`config.mk`:
```
export PLATFORM = sky130hd
export DESIGN_NAME = arith_cmd_sequencer
export DESIGN_NICKNAME = d
export VERILOG_FILES = /design/src/rtl/arith_cmd_sequencer.sv
export SDC_FILE = /design/constraint.sdc
export NUM_CORES = 1
export LEC_CHECK = 0
export BUFFER_PORTS_ARGS = -buffer_cell sky130_fd_sc_hd__buf_2
export CORE_ASPECT_RATIO = 1.2
export CORE_MARGIN = 5
export CORE_UTILIZATION = 47
export CTS_BUF_LIST = sky130_fd_sc_hd__clkbuf_8 sky130_fd_sc_hd__clkbuf_16
export DETAILED_ROUTE_END_ITERATION = 7
export PLACE_DENSITY = 0.88
export SYNTH_ARGS = -nofsm -noshare
export SYNTH_HDL_FRONTEND = slang
export SYNTH_SLANG_ARGS = --single-unit
```
`constraint.sdc`:
```
create_clock -name CLK -period 1.95 [get_ports CLK]
set_input_delay 0.195 -clock CLK [delete_from_list [all_inputs] [get_ports CLK]]
set_output_delay 0.195 -clock CLK [all_outputs]
set_load 0.02 [all_outputs]
```
`src/rtl/arith_cmd_sequencer.sv`:
```
// arith_cmd_sequencer
// Initiator-side front end for the arithmetic unit. Takes one operation at a
// time on a valid/ready command port, drives the unit's operand/function/enable
// registers, captures the unit's result when Arith_Flag rises and returns it on
// a valid/ready response port. Divide-by-zero is refused without issuing, and a
// unit that never raises Arith_Flag is timed out with an error response.
module arith_cmd_sequencer #(
    parameter int Width   = 16,
    parameter int TIMEOUT = 4,
    parameter int CNT_W   = 16
) (
    input  logic             CLK,
    input  logic             RST,

    // command port
    input  logic             Cmd_Valid,
    output logic             Cmd_Ready,
    input  logic [Width-1:0] Cmd_A,
    input  logic [Width-1:0] Cmd_B,
    input  logic [1:0]       Cmd_Func,

    // arithmetic unit interface
    output logic [Width-1:0] A,
    output logic [Width-1:0] B,
    output logic [1:0]       ALU_FUNC,
    output logic             Arith_Enable,
    input  logic [Width-1:0] Arith_OUT,
    input  logic             Carry_OUT,
    input  logic             Arith_Flag,

    // response port
    output logic             Rsp_Valid,
    input  logic             Rsp_Ready,
    output logic [Width-1:0] Rsp_Data,
    output logic             Rsp_Carry,
    output logic             Rsp_Err,

    // completed-response counter, wraps
    output logic [CNT_W-1:0] Op_Count
);

    // Timer only has to reach TIMEOUT-1; TIMEOUT is at least 2.
    localparam int               TMR_W    = $clog2(TIMEOUT);
    localparam logic [TMR_W-1:0] TMR_LAST = TMR_W'(TIMEOUT - 1);
    localparam logic [1:0]       FUNC_DIV = 2'b11;

    typedef enum logic [1:0] {
        S_IDLE,
        S_WAIT,
        S_RESP
    } state_t;

    state_t           state_q;
    state_t           state_d;
    logic [TMR_W-1:0] timer_q;

    // One-cycle decode strobes shared by the state and datapath registers.
    logic accept;     // command handshake this cycle
    logic div_zero;   // accepted command is a divide by zero
    logic flag_hit;   // unit result arrives while waiting
    logic timed_out;  // unit stayed silent for TIMEOUT wait cycles
    logic rsp_done;   // response handshake this cycle

    // Ready is a pure decode of the state register, never of the inputs.
    assign Cmd_Ready = (state_q == S_IDLE);

    // State register.
    // NOTE: RST is sampled on the clock edge (synchronous reset), and every
    // sequential assignment is non-blocking so all registers update together.
    always_ff @(posedge CLK) begin
        if (!RST) begin
            state_q <= S_IDLE;
        end else begin
            state_q <= state_d;
        end
    end

    // Next-state decode and handshake/event strobes.
    // NOTE: every signal written here gets a default first, so no path through
    // the case leaves one unassigned and no latch is inferred.
    always_comb begin
        state_d   = state_q;
        accept    = 1'b0;
        div_zero  = 1'b0;
        flag_hit  = 1'b0;
        timed_out = 1'b0;
        rsp_done  = 1'b0;

        unique case (state_q)
            S_IDLE: begin
                if (Cmd_Valid) begin
                    accept = 1'b1;
                    if (Cmd_Func == FUNC_DIV && Cmd_B == '0) begin
                        div_zero = 1'b1;
                        state_d  = S_RESP;
                    end else begin
                        state_d  = S_WAIT;
                    end
                end
            end
            S_WAIT: begin
                // A result arriving on the last allowed cycle still wins.
                if (Arith_Flag) begin
                    flag_hit = 1'b1;
                    state_d  = S_RESP;
                end else if (timer_q == TMR_LAST) begin
                    timed_out = 1'b1;
                    state_d   = S_RESP;
                end
            end
            S_RESP: begin
                if (Rsp_Ready) begin
                    rsp_done = 1'b1;
                    state_d  = S_IDLE;
                end
            end
            default: begin
                state_d = S_IDLE;
            end
        endcase
    end

    // Unit-side registers: operands latch only on accept, so they stay frozen
    // for the whole wait; enable covers exactly the wait state.
    always_ff @(posedge CLK) begin
        if (!RST) begin
            A            <= '0;
            B            <= '0;
            ALU_FUNC     <= 2'b00;
            Arith_Enable <= 1'b0;
            timer_q      <= '0;
        end else begin
            if (accept) begin
                A        <= Cmd_A;
                B        <= Cmd_B;
                ALU_FUNC <= Cmd_Func;
                if (!div_zero) begin
                    Arith_Enable <= 1'b1;
                    timer_q      <= '0;
                end
            end

            if (state_q == S_WAIT) begin
                if (flag_hit || timed_out) begin
                    Arith_Enable <= 1'b0;
                end else begin
                    timer_q <= timer_q + TMR_W'(1);
                end
            end
        end
    end

    // Response registers and completed-operation counter. Payload is only
    // written when a response is formed, so it holds while Rsp_Ready is low.
    always_ff @(posedge CLK) begin
        if (!RST) begin
            Rsp_Valid <= 1'b0;
            Rsp_Data  <= '0;
            Rsp_Carry <= 1'b0;
            Rsp_Err   <= 1'b0;
            Op_Count  <= '0;
        end else begin
            if (div_zero || timed_out) begin
                Rsp_Valid <= 1'b1;
                Rsp_Data  <= '0;
                Rsp_Carry <= 1'b0;
                Rsp_Err   <= 1'b1;
            end else if (flag_hit) begin
                Rsp_Valid <= 1'b1;
                Rsp_Data  <= Arith_OUT;
                Rsp_Carry <= Carry_OUT;
                Rsp_Err   <= 1'b0;
            end

            if (rsp_done) begin
                Rsp_Valid <= 1'b0;
                Op_Count  <= Op_Count + CNT_W'(1);
            end
        end
    end

endmodule
```
## Word-level counts from Yosys, hierarchy flattened

Index checks and enable logic that the tools add are counted.

- Register bits: 74
- Input port bits: 56
- Output and inout port bits: 71
- Word-level logic and storage cells: 60

- $add $sub $neg: 2
- Equality and inequality tests: 7
- Multiplexer cells: 30
- Bitwise gates (word level): 1
- Reductions and logical operators: 9

Operators by type and width:

| cell | number |
|---|---|
| two-way mux 1 bit | 20 |
| two-way mux 2 bit | 9 |
| adder 16 x 1 -> 16 bit, second input constant | 1 |
| zero test 16 bit | 1 |
| == test 2 bit, second input constant | 3 |
| one-hot mux 2 bit (3 select lines) | 1 |
| inequality test 2 bit, second input constant | 2 |
| OR reduction 2 bit | 2 |
| inequality test 3 bit, second input constant | 1 |
| AND reduction 3 bit | 1 |
| adder 2 x 1 -> 2 bit, second input constant | 1 |
| == test 2 x 1 -> 1 bit, second input constant | 1 |
| zero test 2 bit | 1 |
| logical OR 1 bit | 2 |
| nonzero test 2 bit | 1 |
| logical AND 1 bit | 1 |
| NOT 1 bit | 1 |

## Depth between registers and ports, before layout

Gate-level depths: netlist of the first run.

- Depth in word-level cells: 9
- Mapped depth: 7
- Gate-level depth less buffers: 5

## Worst setup path before layout of the first run

Ideal clock, no wire load.

- Path type: register to register
- From: register Op_Count[2]
- To: register Op_Count[15]
- Setup time: 0.070 ns
- Data arrival time: 1.677 ns
- Path slack: 0.203 ns
- Stages on the path, launching flop included: 7
- Path buffers: 2
- Period minus slack after synthesis: 1.747 ns
- Cell sequence: dfxtp_1 clkbuf_2 nand3_1 or2_1 buf_2 or4_1 a21oi_1

- Longest elaborated chain between the ends: 1

RTL lines:

| item | line | RTL |
|---|---|---|
| start: declaration | 39 | `output logic [CNT_W-1:0] Op_Count` |
| start signal: assignment | 177 | `Op_Count <= Op_Count + CNT_W'(1);` |
| adder 16 x 1 -> 16 bit | 177 |  |

No other way between the ends.
A chain may end at the register's enable or synchronous reset.

## Worst setup path in the final report of the first run

- From: register Op_Count[5]
- To: register Op_Count[14]

Same word-level chain as after synthesis.

==> results of run 1 <==
-- cells in the final DEF, fill, tap and decap left out, drive strengths merged, types with 2 or more instances in the layout --
cell / n
bufinv: 3
dfxtp: 74
clkinv: 2
nand3: 8
and3: 3
xnor2: 3
clkbuf: 11
inv: 2
or4: 6
o31ai: 3
nor3b: 2
and2: 2
or3: 4
nor2: 17
ha: 2
nand2: 110
buf: 136
xor2: 5
nor4: 2
a21oi: 62
o21ai: 4
nand4: 5
-- worst max-delay path, cell delays in order, from the launching register on --
cell	delay, ns
dfxtp_1	0.41
and4_1	0.28
nand3_1	0.26
or4_1	0.58
a21oi_1	0.15
-- how the worst min path moves through the flow --
| stage | endpoint | slack, ns | depth (start not counted) |
|---|---|---|---|
| floorplan | Rsp_Err$_SDFFE_PN0P_ | 0.31 | 1 |
| global placement | A[3]$_SDFFE_PN0P_ | 0.43 | 3 |
| detailed placement | A[12]$_SDFFE_PN0P_ | 0.44 | 2 |
| CTS | A[0]$_SDFFE_PN0P_ | 0.07 | 3 |
| global route | Rsp_Data[8]$_SDFFE_PP0P_ | 0.08 | 3 |
| finish | A[0]$_SDFFE_PN0P_ | 0.09 | 3 |
-- flip-flops by register name (all words and copies together) (netlist names) --
register and cells:
A 16, ALU_FUNC 2, Arith_Enable 1, B 16, Op_Count 16, Rsp_Carry 1
Rsp_Data 16, Rsp_Err 1, Rsp_Valid 1, state_q 2, timer_q 2
-- per-stage QoR --
step | power [µW] | setup slack [ns]
2_1_floorplan | 1900 | 0.203
3_3_place_gp | 2070 | 0.292
3_5_place_dp | 2080 | 0.252
4_1_cts | 3540 | 0.211
5_1_grt | 3660 | 0.0679
6_report | 3490 | 0.207
-- layer usage --
| layer | part of all wire, % | track usage [%] |
|---|---|---|
| met1 | 40 | 21.2 |
| met2 | 48 | 30.9 |
| met3 | 9.4 | 6.51 |
| met4 | 2.1 | 7.80 |
| met5 | 0 | 0 |
-- cell type report --
class	instances	area, µm²
Tap cell	82	103
Fill cell	530	2160
Clock buffer	11	151
Clock inverter	5	100
Timing Repair Buffer	136	731
Multi-Input combinational cell	257	1360
Inverter	2	7.51
Sequential cell	74	1480
-- power groups by stage --
stage / sequential [µW] / combinational, µW / clock, µW
4_1_cts: 1610 / 433 / 1490
3_3_place_gp: 1650 / 422 / 0
6_report: 1610 / 428 / 1450
2_1_floorplan: 1720 / 182 / 0
5_1_grt: 1620 / 472 / 1560
3_5_place_dp: 1650 / 432 / 0
-- cells by family after synthesis --
kind of cell	share of synthesized area, %
multiplexers	0.338
adder cells (fa/ha/maj)	0.844
buffers and inverters	4.26
AND/OR/NAND/NOR	26.5
XOR/XNOR	2.36
AO/OA/AOI/OAI	15.7
flip-flops	50.0
==> flow_summary.json, run 1 <==
{
  "wirelength_mm": 7.43,
  "cts_buffer_depth": 2,
  "synthTopCellsByCount": "nand2_1, dfxtp_1, a21oi_1, nor2_1, clkbuf_1",
  "synth-async-reset-ratio_pct": 0,
  "die_area_um2": 8000,
  "synth_area_um2": 2960,
  "powerDensity_nw_per_um2": 888,
  "fin_tns_setup_ns": 0,
  "synth_largest_area_cell": "dfxtp_1",
  "coreArea_um2": 6090,
  "synth.top_cell.area_share_pct": 50.0,
  "critical_path.endpoint_type": "register",
  "track_usage_pct": 18.6,
  "fin_area_um2": 3930,
  "path_clk_slew_ns": 0.08,
  "r2r_slack_ns": 0.21,
  "worstMarginPinSlew_ns": 0.539,
  "cp.arrival_ns": 2.01,
  "fmax_mhz": 574,
  "cts_buffers": 9,
  "p_sw_uw": 836,
  "post_cts.repair.setup_buffers": 0,
  "drv_cap": 0,
  "max-vdd-ir-drop_mv": 0.536,
  "first_pass_iters": 4,
  "start_kind": "register",
  "antenna_left": 0,
  "ys_seq_elements": 74,
  "setup_violations": 0,
  "h-tree-depth": 3,
  "ios": 127,
  "netlist_top_cells_area": "dfxtp_1, nand2_1, a21oi_1",
  "finalHoldViolCount": 0,
  "routedWlPerCell_um": 13.1,
  "cts_resized": 0,
  "final_core_util_pct": 64.6,
  "drt_iter0_markers": 95,
  "fin_nets": 538,
  "ys.warnings.count": 0,
  "r2r-end": "Op_Count[14]$_SDFFE_PN0P_",
  "endpoint": "Op_Count[14]$_SDFFE_PN0P_",
  "crit_required_ns": 2.22,
  "synth_flop_cell": "dfxtp_1",
  "die_x_um": 82.5,
  "outcome": "finished, final reports clean",
  "relSlewSlack_pct": 64.0,
  "period_needed_ns": 1.74,
  "r2r_cells": 4,
  "antenna_cells": 0,
  "swShare_pct": 24.0,
  "yosysUniqueCellTypes": 48,
  "avgViaCountPerCell": 5.10,
  "drc": 0,
  "gp_congestion": 0.792,
  "syn_nets": 413,
  "syn_to_final_growth_pct": 32.8,
  "combPwrFrac_pct": 12.3,
  "rsz0062_at_grt": "no",
  "dpl_cell_area_um2": 3680,
  "r2r_start": "Op_Count[5]$_SDFFE_PN0P_",
  "synthMostInstantiatedCell": "nand2_1",
  "grt_max_degree": 37,
  "port_buffers": 126,
  "postCtsHoldBufs": 0,
  "cts_sinks": 74,
  "row_count": 31,
  "synth_edf_count": 0,
  "p_clk_share_pct": 41.5,
  "grt_pass1_wl_mm": 11.9,
  "hold_start": "Cmd_A[0]",
  "cp_max_fo": 10,
  "root_buffer": "clkbuf_8",
  "critical_path_class": "register to register",
  "cts_tree": "done",
  "fin_cells": 567,
  "syn_avg_cell_area_um2": 8.35,
  "place_hpwl_mm": 5.67,
  "antenna_found_initial": 0,
  "drive_above_1_share_pct": 34.8,
  "min_path_type": "input pin to register",
  "netlist_instances": 355,
  "skew_ns": 0.0116,
  "dieHeight_um": 97.0,
  "dp.cells": 551,
  "start_util_pct": 48.7,
  "leakagePower_uw": 0.00178,
  "clkLatencyLatePin_ns": 0.34,
  "crit_start": "Op_Count[5]$_SDFFE_PN0P_",
  "route.vias.total": 2889,
  "p_seq_share_pct": 46.2,
  "min_period_over_period_pct": 89.4,
  "p_int_uw": 2660,
  "whs_ns": 0.0885,
  "grt_pass1_vias": 2756,
  "slew_violations": 0,
  "gr-total-overflow": 0,
  "ys_seq_area_share_pct": 50.0
}
Note: power is estimated with default switching activity, not from simulation.
==> run 2: changes to the inputs <==
--- a/config.mk
+++ b/config.mk
@@ -12,6 +12,7 @@
 export CTS_BUF_LIST = sky130_fd_sc_hd__clkbuf_8 sky130_fd_sc_hd__clkbuf_16
 export DETAILED_ROUTE_END_ITERATION = 7
 export PLACE_DENSITY = 0.88
+export SETUP_SLACK_MARGIN = 0.3
 export SYNTH_ARGS = -nofsm -noshare
 export SYNTH_HDL_FRONTEND = slang
 export SYNTH_SLANG_ARGS = --single-unit
==> flow_summary.json, run 2 (same netlist as run 1, synthesis figures left out) <==
{
  "outcome": "finished, final reports clean",
  "p_seq_share_pct": 48.6,
  "cpMaxStageDelayCell": "or4_1",
  "fmax_mhz": 631,
  "cpPeakStageDelay_ns": 0.40,
  "critical_path.endpoint_type": "register",
  "syn_to_final_growth_pct": 32.8,
  "fin_nets": 538,
  "met2_usage_pct": 30.5,
  "period_needed_ns": 1.58,
  "pre_cts_slack_ns": 0.230,
  "coreArea_um2": 6090,
  "slew_violations": 0,
  "path_cells": "ha_1, and4b_1, nand2_1, or4_1, a21oi_1",
  "track_usage_pct": 18.6,
  "post_cts.repair.setup_buffers": 0,
  "clkLatencyLatePin_ns": 0.33,
  "final_cell_mix": "buf_2, nand2_1, dfxtp_1",
  "final_common_cell": "buf_2",
  "wirelength_mm": 7.45,
  "worstMarginPinSlew_ns": 0.461,
  "finalHoldViolCount": 0,
  "start_util_pct": 48.7,
  "num-fill-cells": 528,
  "whs_ns": 0.0918,
  "grt_use_met1_pct": 21.4,
  "cp.arrival_ns": 1.85,
  "relSlewSlack_pct": 69.2,
  "crit_required_ns": 2.22,
  "max-vdd-ir-drop_mv": 0.595,
  "drive_above_1_share_pct": 37.5,
  "worst-path-buf-inv": 0,
  "place_hpwl_mm": 5.68,
  "setup_violations": 0,
  "cts_tree": "done",
  "grtUsageMet3_pct": 6.13,
  "grt_pass1_vias": 2689,
  "drt_iter0_markers": 144,
  "p_int_uw": 2490,
  "die_area_um2": 8000,
  "p_sw_uw": 838,
  "drv_cap": 0,
  "path_delay_family": "simple AND/OR/NAND/NOR gates",
  "finalPower_uw": 3330,
  "first_pass_iters": 4,
  "antenna_left": 0,
  "start_kind": "register",
  "top_usage_layer": "met2",
  "min_path_type": "input pin to register",
  "path_clk_slew_ns": 0.08,
  "timing.final.ws_setup_ns": 0.366,
  "root_buffer": "clkbuf_8",
  "min_period_over_period_pct": 81.2,
  "die_x_um": 82.5,
  "routedWlPerCell_um": 13.1,
  "dp.cells": 551,
  "p_clk_share_pct": 38.5,
  "grt_pass1_wl_mm": 11.9,
  "combPwrFrac_pct": 12.9,
  "cts_buffer_depth": 2,
  "drc": 0,
  "avgViaCountPerCell": 5.10,
  "h-tree-depth": 3,
  "cts_sinks": 74,
  "ios": 127,
  "leakagePower_uw": 0.00177,
  "gr-total-overflow": 0,
  "dieHeight_um": 97.0,
  "gp_congestion": 0.842,
  "fin_tns_setup_ns": 0,
  "antenna_cells": 0,
  "route.vias.total": 2894,
  "port_buffers": 126,
  "skew_ns": 0.00891,
  "powerDensity_nw_per_um2": 846,
  "critical_path_class": "register to register",
  "row_count": 31,
  "postCtsHoldBufs": 0,
  "grt_max_degree": 28,
  "rsz0062_at_grt": "no",
  "fin_cells": 567,
  "cp_max_fo": 6,
  "antenna_found_initial": 0,
  "cts_buffers": 9,
  "swShare_pct": 25.2
}
==> run 2: power groups by stage <==
stage | Combinational [µW] | Sequential (µW) | Clock (µW)
6_report | 431 | 1620 | 1280
3_5_place_dp | 434 | 1650 | 0
3_3_place_gp | 424 | 1650 | 0
4_1_cts | 435 | 1610 | 1310
2_1_floorplan | 182 | 1720 | 0
5_1_grt | 477 | 1620 | 1380
==> run 2: tightest hold or removal path: cells and delay by family <==
family	cells	cell delay (ns)
and+or+nand+nor	1	0.04
AOI/OAI and AO/OA	1	0.05
buffers and inverters	1	0.10
==> run 2: cell type report <==
class                   instances  area, µm²  share of cell area, %
flip-flops and latches         74       1490                   37.9
multi-input cells             257       1380                   35.1
repair buffers                136        731                   18.6
clock buffers                  10        138                   3.50
well taps                      82        103                   2.61
clock inverters                 6       81.3                   2.07
inverters                       2       7.51                  0.191
==> run 2: what timing repair did <==
action                                 4_1_cts  5_1_grt
endpoints found under the hold margin        0        0
setup endpoints to repair                    2       19
resized for setup                            3        5
gates cloned                                 0        0
==> run 2: stage by stage <==
step | area [µm²] | util, %
2_1_floorplan | 2970 | -
3_3_place_gp | 3690 | 60.6
3_5_place_dp | 3690 | 60.6
4_1_cts | 3920 | 64.4
5_1_grt | 3930 | 64.6
6_report | 3930 | 64.6
==> run 2: path summary, 6_finish.rpt <==
kind | endpoint | start | cells after the start | slack [ns]
min | Rsp_Data[5]$_SDFFE_PP0P_ | Arith_OUT[5] | 3 | 0.09
max reg2reg | Op_Count[14]$_SDFFE_PN0P_ | Op_Count[0]$_SDFFE_PN0P_ | 5 | 0.37
min reg2reg | B[3]$_SDFFE_PN0P_ | B[3]$_SDFFE_PN0P_ | 2 | 0.45
max | Op_Count[14]$_SDFFE_PN0P_ | Op_Count[0]$_SDFFE_PN0P_ | 5 | 0.37
==> run 2: per-layer routing <==
| metal | up-vias | share of wire (%) |
|---|---|---|
| met5 | - | 0 |
| met4 | 0 | 2.0 |
| met3 | 17 | 8.6 |
| met2 | 96 | 49 |
| met1 | 1325 | 41 |
| li1 | 1456 | - |
==> run 3: changes to the inputs <==
--- a/config.mk
+++ b/config.mk
@@ -8,10 +8,10 @@
 export BUFFER_PORTS_ARGS = -buffer_cell sky130_fd_sc_hd__buf_2
 export CORE_ASPECT_RATIO = 1.2
 export CORE_MARGIN = 5
-export CORE_UTILIZATION = 47
+export CORE_UTILIZATION = 43
 export CTS_BUF_LIST = sky130_fd_sc_hd__clkbuf_8 sky130_fd_sc_hd__clkbuf_16
 export DETAILED_ROUTE_END_ITERATION = 7
-export PLACE_DENSITY = 0.88
+export PLACE_DENSITY = 0.85
 export SETUP_SLACK_MARGIN = 0.3
 export SYNTH_ARGS = -nofsm -noshare
 export SYNTH_HDL_FRONTEND = slang
==> constraint.sdc (replaced) <==
create_clock -name CLK -period 1.4 [get_ports CLK]
set_input_delay 0.14 -clock CLK [delete_from_list [all_inputs] [get_ports CLK]]
set_output_delay 0.14 -clock CLK [all_outputs]
set_load 0.02 [all_outputs]
==> flow_summary.json, run 3 (same netlist as run 1, synthesis figures left out) <==
{
  "cp_max_fo": 4,
  "die_area_um2": 8660,
  "min_period_over_period_pct": 108,
  "h-tree-depth": 3,
  "cp.arrival_ns": 1.79,
  "drive_above_1_share_pct": 61.3,
  "leakagePower_uw": 0.00231,
  "path_clk_slew_ns": 0.08,
  "coreArea_um2": 6770,
  "worstMarginPinSlew_ns": 0.369,
  "start_util_pct": 43.8,
  "cts_buffer_depth": 2,
  "antenna_cells": 0,
  "final_cell_mix": "buf_2, nand2_1, dfxtp_1",
  "drv_cap": 0,
  "fin_cells": 632,
  "fin_nets": 598,
  "dieHeight_um": 101,
  "combPwrFrac_pct": 19.9,
  "die_x_um": 85.8,
  "whs_ns": 0.0369,
  "p_sw_uw": 1370,
  "port_buffers": 126,
  "place_hpwl_mm": 6.17,
  "wirelength_mm": 10.7,
  "final_common_cell": "buf_2",
  "pre_cts_slack_ns": -0.214,
  "routedWlPerCell_um": 16.9,
  "antenna_found_initial": 0,
  "root_buffer": "clkbuf_8",
  "syn_to_final_growth_pct": 73.6,
  "gr-total-overflow": 0,
  "first_pass_iters": 4,
  "grt_pass1_vias": 3390,
  "outcome": "complete, but fails checks",
  "setup_violations": 44,
  "powerDensity_nw_per_um2": 944,
  "slew_violations": 0,
  "fmax_mhz": 661,
  "cts_sinks": 74,
  "dpl_cell_area_um2": 4000,
  "cts_buffers": 9,
  "grt_pass1_wl_mm": 15.7,
  "max-vdd-ir-drop_mv": 0.768,
  "crit_required_ns": 1.68,
  "rsz0062_at_grt": "yes",
  "num-fill-cells": 439,
  "ios": 127,
  "clkLatencyLatePin_ns": 0.34,
  "cts_tree": "done",
  "p_clk_share_pct": 34.0,
  "row_count": 33,
  "period_needed_ns": 1.51,
  "p_int_uw": 3480,
  "dp.cells": 578,
  "route.vias.total": 3370,
  "avgViaCountPerCell": 5.33,
  "relSlewSlack_pct": 75.4,
  "critical_path_class": "register to register",
  "gp_congestion": 0.833,
  "drc": 0,
  "finalHoldViolCount": 0,
  "start_kind": "register",
  "fin_area_um2": 5140,
  "track_usage_pct": 22.7,
  "violations": "negative setup slack",
  "drt_iter0_markers": 147,
  "grt_max_degree": 35,
  "p_seq_share_pct": 46.2,
  "critical_path.endpoint_type": "register",
  "skew_ns": 0.0134,
  "min_path_type": "input pin to register",
  "timing.final.ws_setup_ns": -0.114,
  "swShare_pct": 28.3,
  "antenna_left": 0
}
[run 3: cell types whose count changed in the layout (fill, tap and decap cells not counted), sizes merged]
cell,previous run,this run
bufinv,2,1
buf,136,193
clkinvlp,1,0
inv,3,5
clkbuf,10,13
[run 3: power groups by stage]
| stage | Combinational [µW] | Sequential, µW | Clock (µW) |
|---|---|---|---|
| final | 965 | 2240 | 1650 |
| after global placement | 632 | 2280 | 0 |
| after global routing | 1030 | 2250 | 1770 |
| after CTS | 831 | 2240 | 1670 |
| after floorplan | 286 | 2390 | 0 |
| after detailed placement | 645 | 2280 | 0 |
[run 3: layout make-up]
type / count / area [µm²] / share of cell area, %
Inverter: 2 / 7.51 / 0.146
Clock inverter: 6 / 56.3 / 1.09
Timing Repair Buffer: 196 / 1490 / 28.9
Tap cell: 87 / 109 / 2.12
Sequential cell: 74 / 1530 / 29.7
Clock buffer: 10 / 138 / 2.68
Multi-Input combinational cell: 257 / 1820 / 35.4
[run 3: timing repair]
| item | CTS | global route |
|---|---|---|
| gates cloned | 4 | 2 |
| hold buffers | 0 | 0 |
| endpoints found under the setup margin | 84 | 83 |
| resized for setup | 109 | 59 |
| buffers inserted | 20 | 12 |
| pin swaps | 22 | 43 |
[run 3: path summary, 6_finish.rpt]
kind	from	slack (ns)	cells after the start	end
max	Op_Count[0]$_SDFFE_PN0P_	-0.11	5	Op_Count[14]$_SDFFE_PN0P_
min	Cmd_A[14]	0.04	3	A[14]$_SDFFE_PN0P_
max reg2reg	Op_Count[0]$_SDFFE_PN0P_	-0.11	5	Op_Count[14]$_SDFFE_PN0P_
min reg2reg	A[6]$_SDFFE_PN0P_	0.45	2	A[6]$_SDFFE_PN0P_
[run 3: per-layer routing]
metal  vias to the layer above  GRT usage (%)  part of all wire, %
met5                         -              0                    0
met4                         0           12.1                  3.8
met3                        38           4.99                  7.2
met2                       155           41.3                   53
met1                      1594           24.2                   36
li1                       1583              -                    -
[run 3: per-stage QoR]
stage	power [µW]	utilization, %	setup TNS, ns
3_5_place_dp	2930	59.1	-4.35
4_1_cts	4740	70.6	-0.382
6_report	4850	76.0	-1.70
3_3_place_gp	2910	59.1	-3.45
5_1_grt	5050	76.0	-4.10
2_1_floorplan	2670	-	-2.01
[run 3: worst max-delay path: stages, from the launching register on]
cell     delay, ns
dfxtp_4       0.39
ha_4          0.13
and4b_2       0.30
nand2_4       0.07
or4_4         0.42
a21oi_2       0.14
